File: src/rtl/rv32_ctrl_pkg.sv
// Shared types and constants for the RV32I multi-cycle control sequencer.
package rv32_ctrl_pkg;

   typedef enum logic [2:0] {
      IDLE,
      FETCH,
      DECODE,
      EXEC,
      MEM,
      WB,
      HALT
   } seq_state_t;

   localparam logic [1:0] PC_SEL_PLUS4  = 2'b00;
   localparam logic [1:0] PC_SEL_BRANCH = 2'b01;
   localparam logic [1:0] PC_SEL_INIT   = 2'b10;

   localparam logic [3:0] ALU_OP_ILLEGAL = 4'b1111;

   function automatic logic is_mem_access(input logic mem_to_reg, input logic mem_write);
      return mem_to_reg | mem_write;
   endfunction

endpackage

File: src/rtl/seq_perf_counter.sv
// Free-running performance counters for the sequencer: active cycles and retired instructions.
module seq_perf_counter (
   input  logic        clk,
   input  logic        rst,
   input  logic        active,
   input  logic        retire,
   output logic [31:0] cycle_cnt,
   output logic [31:0] instret_cnt
);

   always_ff @(posedge clk) begin
      if (rst) begin
         cycle_cnt   <= '0;
         instret_cnt <= '0;
      end else begin
         if (active) cycle_cnt   <= cycle_cnt + 32'd1;
         if (retire) instret_cnt <= instret_cnt + 32'd1;
      end
   end

endmodule

File: src/rtl/multicycle_sequencer.sv
// Multi-cycle RV32I control FSM around the shared decoder/ALU/regfile datapath.
// Optional PERF_CNT_EN adds cycle_cnt / instret_cnt outputs via seq_perf_counter.
//
// state  | meaning
// IDLE   | waiting for run; pc_sel points at pc_init
// FETCH  | imem_req held until imem_ack or timeout
// DECODE | capture decoder controls, trap illegal opcode
// EXEC   | resolve branch, or steer to MEM / WB
// MEM    | dmem_req held until dmem_ack or timeout
// WB     | register-file write, advance PC
// HALT   | sticky stop until rst
//
// All outputs are flops: a strobe decided in a state (often on an ack) is
// visible in the following cycle, aligned with the state just entered.
module multicycle_sequencer
   import rv32_ctrl_pkg::*;
#(
   parameter logic [31:0] RESET_PC    = 32'h0000_0000,
   parameter int unsigned MEM_TIMEOUT = 16
) (
   input  logic        clk,
   input  logic        rst,
   input  logic        run,
   output logic        imem_req,
   input  logic        imem_ack,
   output logic        dmem_req,
   output logic        dmem_we,
   input  logic        dmem_ack,
   input  logic        dec_mem_to_reg,
   input  logic        dec_mem_write,
   input  logic        dec_branch,
   input  logic        dec_we_reg,
   input  logic [3:0]  dec_alu_op,
   input  logic        br_taken,
   output logic        ir_we,
   output logic        pc_we,
   output logic [1:0]  pc_sel,
   output logic [31:0] pc_init,
   output logic        rf_we,
   output logic        wb_sel_mem,
   output logic        halted,
   output logic [2:0]  state_o
`ifdef PERF_CNT_EN
   ,
   output logic [31:0] cycle_cnt,
   output logic [31:0] instret_cnt
`endif
);

   // Wait timer counts down from MEM_TIMEOUT-1; reaching zero without ack ends the wait.
   localparam int unsigned     TMR_W    = $clog2(MEM_TIMEOUT);
   localparam logic [TMR_W-1:0] TMR_LOAD = TMR_W'(MEM_TIMEOUT - 1);

   seq_state_t       state;
   logic [TMR_W-1:0] tmr;
   logic             lat_mem_to_reg;
   logic             lat_mem_write;
   logic             lat_branch;
   logic             lat_we_reg;

   assign pc_init = RESET_PC;
   assign state_o = state;

   always_ff @(posedge clk) begin
      if (rst) begin
         state          <= IDLE;
         tmr            <= '0;
         imem_req       <= 1'b0;
         dmem_req       <= 1'b0;
         dmem_we        <= 1'b0;
         ir_we          <= 1'b0;
         pc_we          <= 1'b0;
         rf_we          <= 1'b0;
         pc_sel         <= PC_SEL_INIT;
         wb_sel_mem     <= 1'b0;
         halted         <= 1'b0;
         lat_mem_to_reg <= 1'b0;
         lat_mem_write  <= 1'b0;
         lat_branch     <= 1'b0;
         lat_we_reg     <= 1'b0;
      end else begin
         ir_we <= 1'b0;
         pc_we <= 1'b0;
         rf_we <= 1'b0;
         case (state)
            IDLE: begin
               pc_sel <= PC_SEL_INIT;
               if (run) begin
                  pc_we    <= 1'b1;
                  imem_req <= 1'b1;
                  tmr      <= TMR_LOAD;
                  state    <= FETCH;
               end
            end
            FETCH: begin
               if (imem_ack) begin
                  ir_we    <= 1'b1;
                  imem_req <= 1'b0;
                  state    <= DECODE;
               end else if (tmr == '0) begin
                  imem_req <= 1'b0;
                  halted   <= 1'b1;
                  state    <= HALT;
               end else begin
                  tmr <= tmr - 1'b1;
               end
            end
            DECODE: begin
               lat_mem_to_reg <= dec_mem_to_reg;
               lat_mem_write  <= dec_mem_write;
               lat_branch     <= dec_branch;
               lat_we_reg     <= dec_we_reg;
               if (dec_alu_op == ALU_OP_ILLEGAL) begin
                  halted <= 1'b1;
                  state  <= HALT;
               end else begin
                  state <= EXEC;
               end
            end
            EXEC: begin
               if (lat_branch) begin
                  pc_we    <= 1'b1;
                  pc_sel   <= br_taken ? PC_SEL_BRANCH : PC_SEL_PLUS4;
                  imem_req <= 1'b1;
                  tmr      <= TMR_LOAD;
                  state    <= FETCH;
               end else if (is_mem_access(lat_mem_to_reg, lat_mem_write)) begin
                  dmem_req <= 1'b1;
                  dmem_we  <= lat_mem_write;
                  tmr      <= TMR_LOAD;
                  state    <= MEM;
               end else begin
                  state <= WB;
               end
            end
            MEM: begin
               if (dmem_ack) begin
                  dmem_req <= 1'b0;
                  dmem_we  <= 1'b0;
                  if (lat_mem_write) begin
                     pc_we    <= 1'b1;
                     pc_sel   <= PC_SEL_PLUS4;
                     imem_req <= 1'b1;
                     tmr      <= TMR_LOAD;
                     state    <= FETCH;
                  end else begin
                     state <= WB;
                  end
               end else if (tmr == '0) begin
                  dmem_req <= 1'b0;
                  dmem_we  <= 1'b0;
                  halted   <= 1'b1;
                  state    <= HALT;
               end else begin
                  tmr <= tmr - 1'b1;
               end
            end
            WB: begin
               rf_we      <= lat_we_reg;
               wb_sel_mem <= lat_mem_to_reg;
               pc_we      <= 1'b1;
               pc_sel     <= PC_SEL_PLUS4;
               imem_req   <= 1'b1;
               tmr        <= TMR_LOAD;
               state      <= FETCH;
            end
            HALT: begin
               halted <= 1'b1;
            end
            default: begin
               halted <= 1'b1;
               state  <= HALT;
            end
         endcase
      end
   end

`ifdef PERF_CNT_EN
   // The IDLE launch pulse is the only pc_we that carries PC_SEL_INIT, so it is excluded here.
   seq_perf_counter u_perf (
      .clk         (clk),
      .rst         (rst),
      .active      ((state != IDLE) && (state != HALT)),
      .retire      (pc_we && (pc_sel != PC_SEL_INIT)),
      .cycle_cnt   (cycle_cnt),
      .instret_cnt (instret_cnt)
   );
`endif

endmodule

File: config.mk
export PLATFORM = sky130hd
export DESIGN_NAME = multicycle_sequencer
export DESIGN_NICKNAME = d
export VERILOG_FILES = /design/src/rtl/rv32_ctrl_pkg.sv /design/src/rtl/seq_perf_counter.sv /design/src/rtl/multicycle_sequencer.sv
export SDC_FILE = /design/constraint.sdc
export NUM_CORES = 1
export LEC_CHECK = 0
export ABC_AREA = 0
export CORE_MARGIN = 8
export CORE_UTILIZATION = 43
export CTS_CLUSTER_DIAMETER = 80
export CTS_CLUSTER_SIZE = 10
export DETAILED_ROUTE_END_ITERATION = 6
export GPL_TIMING_DRIVEN = 0
export PLACE_DENSITY = 0.8
export SLEW_MARGIN = 0
export SYNTH_ARGS = -nofsm -noshare
export SYNTH_HDL_FRONTEND = slang
export SYNTH_SLANG_ARGS = --single-unit
File: constraint.sdc
create_clock -name clk -period 2.04 [get_ports clk]
set_clock_uncertainty 0.05 [all_clocks]
set_input_delay 0.408 -clock clk [delete_from_list [all_inputs] [get_ports clk]]
set_output_delay 0.408 -clock clk [all_outputs]
set_load 0.01 [all_outputs]
# Word-level counts from Yosys, hierarchy flattened
# Index checks and enable logic that the tools add are counted.
# totals
ff_bits	21
wordCells	102
# op_classes
bitwise	5
add_sub_neg	1
muxes	47
reduce_logical	14
eq_ne	20
# op_table
op	count
$mux 4	7
$mux 1	22
$mux 3	7
$pmux 3 s7	1
$pmux 4 s5	1
$ne 2x2->1 const B	9
$ne 3x3->1 const B	4
$reduce_and 4->1	3
$eq 3x3->1 const B	3
$pmux 1 s4	2
$pmux 2 s4	1
$eq 3x2->1 const B	2
$mux 2	3
$reduce_and 6->1	1
$pmux 1 s5	1
$reduce_and 5->1	1
$reduce_bool 5->1	1
$eq 4x4->1 const B	1
$logic_not 4->1	1
$not 1->1	4
$pmux 1 s2	2
$reduce_bool 4->1	1
$reduce_or 2->1	2
$sub 4x1->4 const B	1
6 further kinds	6

# Depth between registers and ports, before layout
# Gate-level depths: netlist of run 1.
# depth
ltp_word	4
mapped_depth	6
ltp_nobuf	6

# Least setup slack after synthesis of run 1
# No wires, ideal clock.
# synth_path
kind	input to register
from	input port dmem_ack
to	register tmr[0]
setup_ns	0.119
t_arrival_ns	1.468
path_stages	5
path_buffers	1
path_slack_ns	0.403
path_cell_list	clkbuf_1 nor4b_4 nor2_2 or3_1 o221a_1
# synth_between
elab_chain_cells	2
# synth_lines
element	line	source
start: declaration	multicycle_sequencer.sv:28	input logic dmem_ack,
$ne 3x3->1 (no source line) or $mux 4 (tied branches)	n/a	
$reduce_and 5->1 (no source line) or $pmux 4 s5 (tied branches)	n/a	
end signal: assignment	multicycle_sequencer.sv:105	tmr <= tmr - 1'b1;
end signal: assignment	multicycle_sequencer.sv:155	tmr <= tmr - 1'b1;
end: declaration	multicycle_sequencer.sv:55	logic [TMR_W-1:0] tmr;
# Several ways; a longest one is shown, not always the timed one.
# A chain may end at the register's enable or synchronous reset.

# Worst setup path after layout of run 1
# layout_path
from	register state[1] (netlist: state_o[1])
to	output port state_o[1]
# layout_rtl
element	line	source
start: declaration	multicycle_sequencer.sv:54	seq_state_t state;
start signal: assignment	multicycle_sequencer.sv:66	state <= IDLE;
start signal: assignment	multicycle_sequencer.sv:92	state <= FETCH;
start signal: assignment	multicycle_sequencer.sv:99	state <= DECODE;
end: declaration	multicycle_sequencer.sv:42	output logic [2:0] state_o
# No word-level cell between the ends.

==> results of run 1 <==
## kinds of logic after synthesis
| kind of cell | share of synthesized area, % |
|---|---|
| adders and majority gates | 0.866 |
| AOI/OAI and AO/OA | 23.0 |
| DFF | 29.1 |
| and+or+nand+nor | 21.3 |
| other | 0.260 |
| muxes | 2.77 |
| buffers and inverters | 22.7 |
## area by class of cell
cell class              instances  share of cell area [%]
multi-input cells             133                    43.1
clock inverters                 1                   0.265
plain buffers                  41                    15.6
clock buffers                   3                    1.19
inverters                       9                    1.79
well taps                      46                    3.05
flip-flops and latches         21                    22.3
repair buffers                 24                    12.7
## cell usage after synthesis (all sizes together) (3+ instances only)
master / count / area share [%]
mux2i: 4 / 2.8
o311ai: 3 / 1.8
clkbuf: 5 / 1.3
dfxtp: 21 / 29
nand2: 8 / 2.1
nor3: 3 / 1.0
nor2: 16 / 4.3
a31oi: 4 / 1.7
a21oi: 6 / 2.1
inv: 9 / 2.3
nand3: 3 / 1.0
o21ai: 13 / 4.5
buf: 36 / 19
nor3b: 6 / 4.6
## power by group through the flow
stage / logic (µW) / registers [µW] / clock network [µW]
finish: 826 / 576 / 209
detailed placement: 816 / 583 / 0
global route: 915 / 585 / 236
floorplan: 590 / 580 / 0
CTS: 820 / 574 / 215
global placement: 807 / 579 / 0
## routing by layer
metal | vias up | part of all wire, % | track usage [%]
met4 | 0 | 1.2 | 3.99
met2 | 56 | 47 | 20.6
li1 | 673 | - | -
met1 | 620 | 43 | 15.3
met3 | 6 | 8.9 | 4.72
met5 | - | 0 | 0
## through the flow
stage | power (µW) | util [%] | setup slack [ps]
after floorplan | 1170 | - | 403
after global placement | 1390 | 56.6 | 50.8
after detailed placement | 1400 | 56.6 | 24.1
after CTS | 1610 | 57.4 | 205
after global routing | 1740 | 57.4 | 69.3
final | 1610 | 57.4 | 201
## final timing paths
path	start	endpoint	slack (ps)	cells after the start
max	state_o[1]	state_o[1]	200	1
min	lat_we_reg	rf_we	400	2
max reg2reg	tmr[0]	tmr[1]	250	6
min reg2reg	lat_we_reg	rf_we	400	2
==> qor.yml, run 1 <==
global_routing:
  grtUsageTotal_pct: 12.8
  grt_antenna_before_repair: 0
  grt-ovfl-total: 0
  grt_pass1_wl_um: 5610
  grt_pass1_vias: 1268
  grt_start_max_net_pins: 13
cts:
  cts_resized: 0
  htreeDepth: 1
  clk_pin_slew_ps: 120
  hold_buffers: 0
  cts_tree: "built"
  numCtsBuffers: 3
  cts_setup_buffers: 0
  clockBufferDepth: 2
  insertion_delay_ps: 320
  root_buffer: "clkbuf_4"
  cts_sinks: 21
layout:
  drive_gt1_share_pct: 20.7
  final_cell_mix: "33 x buf_4, 32 x conb_1, 24 x clkdlybuf4s50_1"
  multi_input_area_um2: 812
  seqCellArea_um2: 420
  largest_reg_flops: 4
  mostFrequentLayoutCell: "buf_4"
  finalNetCount: 248
  fill_cells: 324
  n_antenna_cell: 0
  finalInstanceArea_mm2: 0.00189
  area_growth_pct: 30.6
  layoutNonFillerInstCount: 278
  top_register: "tmr"
yosys:
  syn_area_per_cell_um2: 8.35
  synth-main-ff-cell: "dfxtp_1"
  mappedNetlistArea_mm2: 0.00144
  synth_warnings: 0
  synth.distinct_cells: 47
  async_flop_share_pct: 0
  ys_ff_latch: 21
  synth_enable_flop_cells: 0
  synth-seq-area-share_pct: 29.1
  synthCells: 173
floorplan:
  die_y_um: 73.9
  die_width_um: 73.9
  start_util_pct: 44.0
  coreArea_mm2: 0.00328
  rows: 21
  ioPinCount: 59
  dieArea_mm2: 0.00547
setup_path:
  critPathKind: "register to output pin"
  max_stage_delay_ps: 590
  critPathRequiredTime_ps: 1580
  worstSetupStartpointType: "register"
  crit_path_max_fanout: 5
  crit_path_end_kind: "output pin"
  critPathArrivalTime_ps: 1380
  cpLargestDelayFamily: "buffers and inverters"
  cp.buffers_inverters: 1
  slowest_stage: "clkdlybuf4s50_1"
  worstPathCellList: "clkdlybuf4s50_1"
routing:
  drc: 0
  dr_total_vias: 1355
  viasPerCell: 4.87
  finalWirelength_um: 3540
  first_pass_iters: 4
  wl_per_cell_um: 12.7
  drt_iter0_markers: 159
  drtAntennaViolNets: 0
min_path:
  min_path_type: "register to register"
placement:
  io_buffers: 24
  dpl.hpwl_um: 2750
  dp_cells: 274
  placed_area_mm2: 0.00186
  place.gp.congestion: 0.929
sta:
  holdWs_ps: 401
  max_freq_mhz: 544
  rsz0062_at_grt: "false"
  final-max-slew-violation-count: 0
  setup-tns-final_ps: 0
  setup_violations: 0
  hold_viol_final: 0
  min_period_over_period_pct: 90.2
  min_period_ps: 1840
power:
  combinationalPowerShare_pct: 51.3
  power.density_mw_per_mm2: 855
  seq_power_share_pct: 35.8
  intPower_uw: 965
  peakVddDrop_mv: 0.488
  p_sw_share_pct: 40.1
  p_switching_uw: 647
  pwr-share-clk_pct: 13.0
  power.leakage_uw: 0.000844
run_status:
  outcome: "completed"
job:
  cap_violations: 0
Note: power is estimated with default switching activity, not from simulation.
==> run 2, diff against run 1 <==
--- a/config.mk
+++ b/config.mk
@@ -17,3 +17,4 @@
 export SYNTH_ARGS = -nofsm -noshare
 export SYNTH_HDL_FRONTEND = slang
 export SYNTH_SLANG_ARGS = --single-unit
+export TNS_END_PERCENT = 30
==> results of run 2 <==
Same layout as run 1: the final DEF is identical, and so are final timing and power.
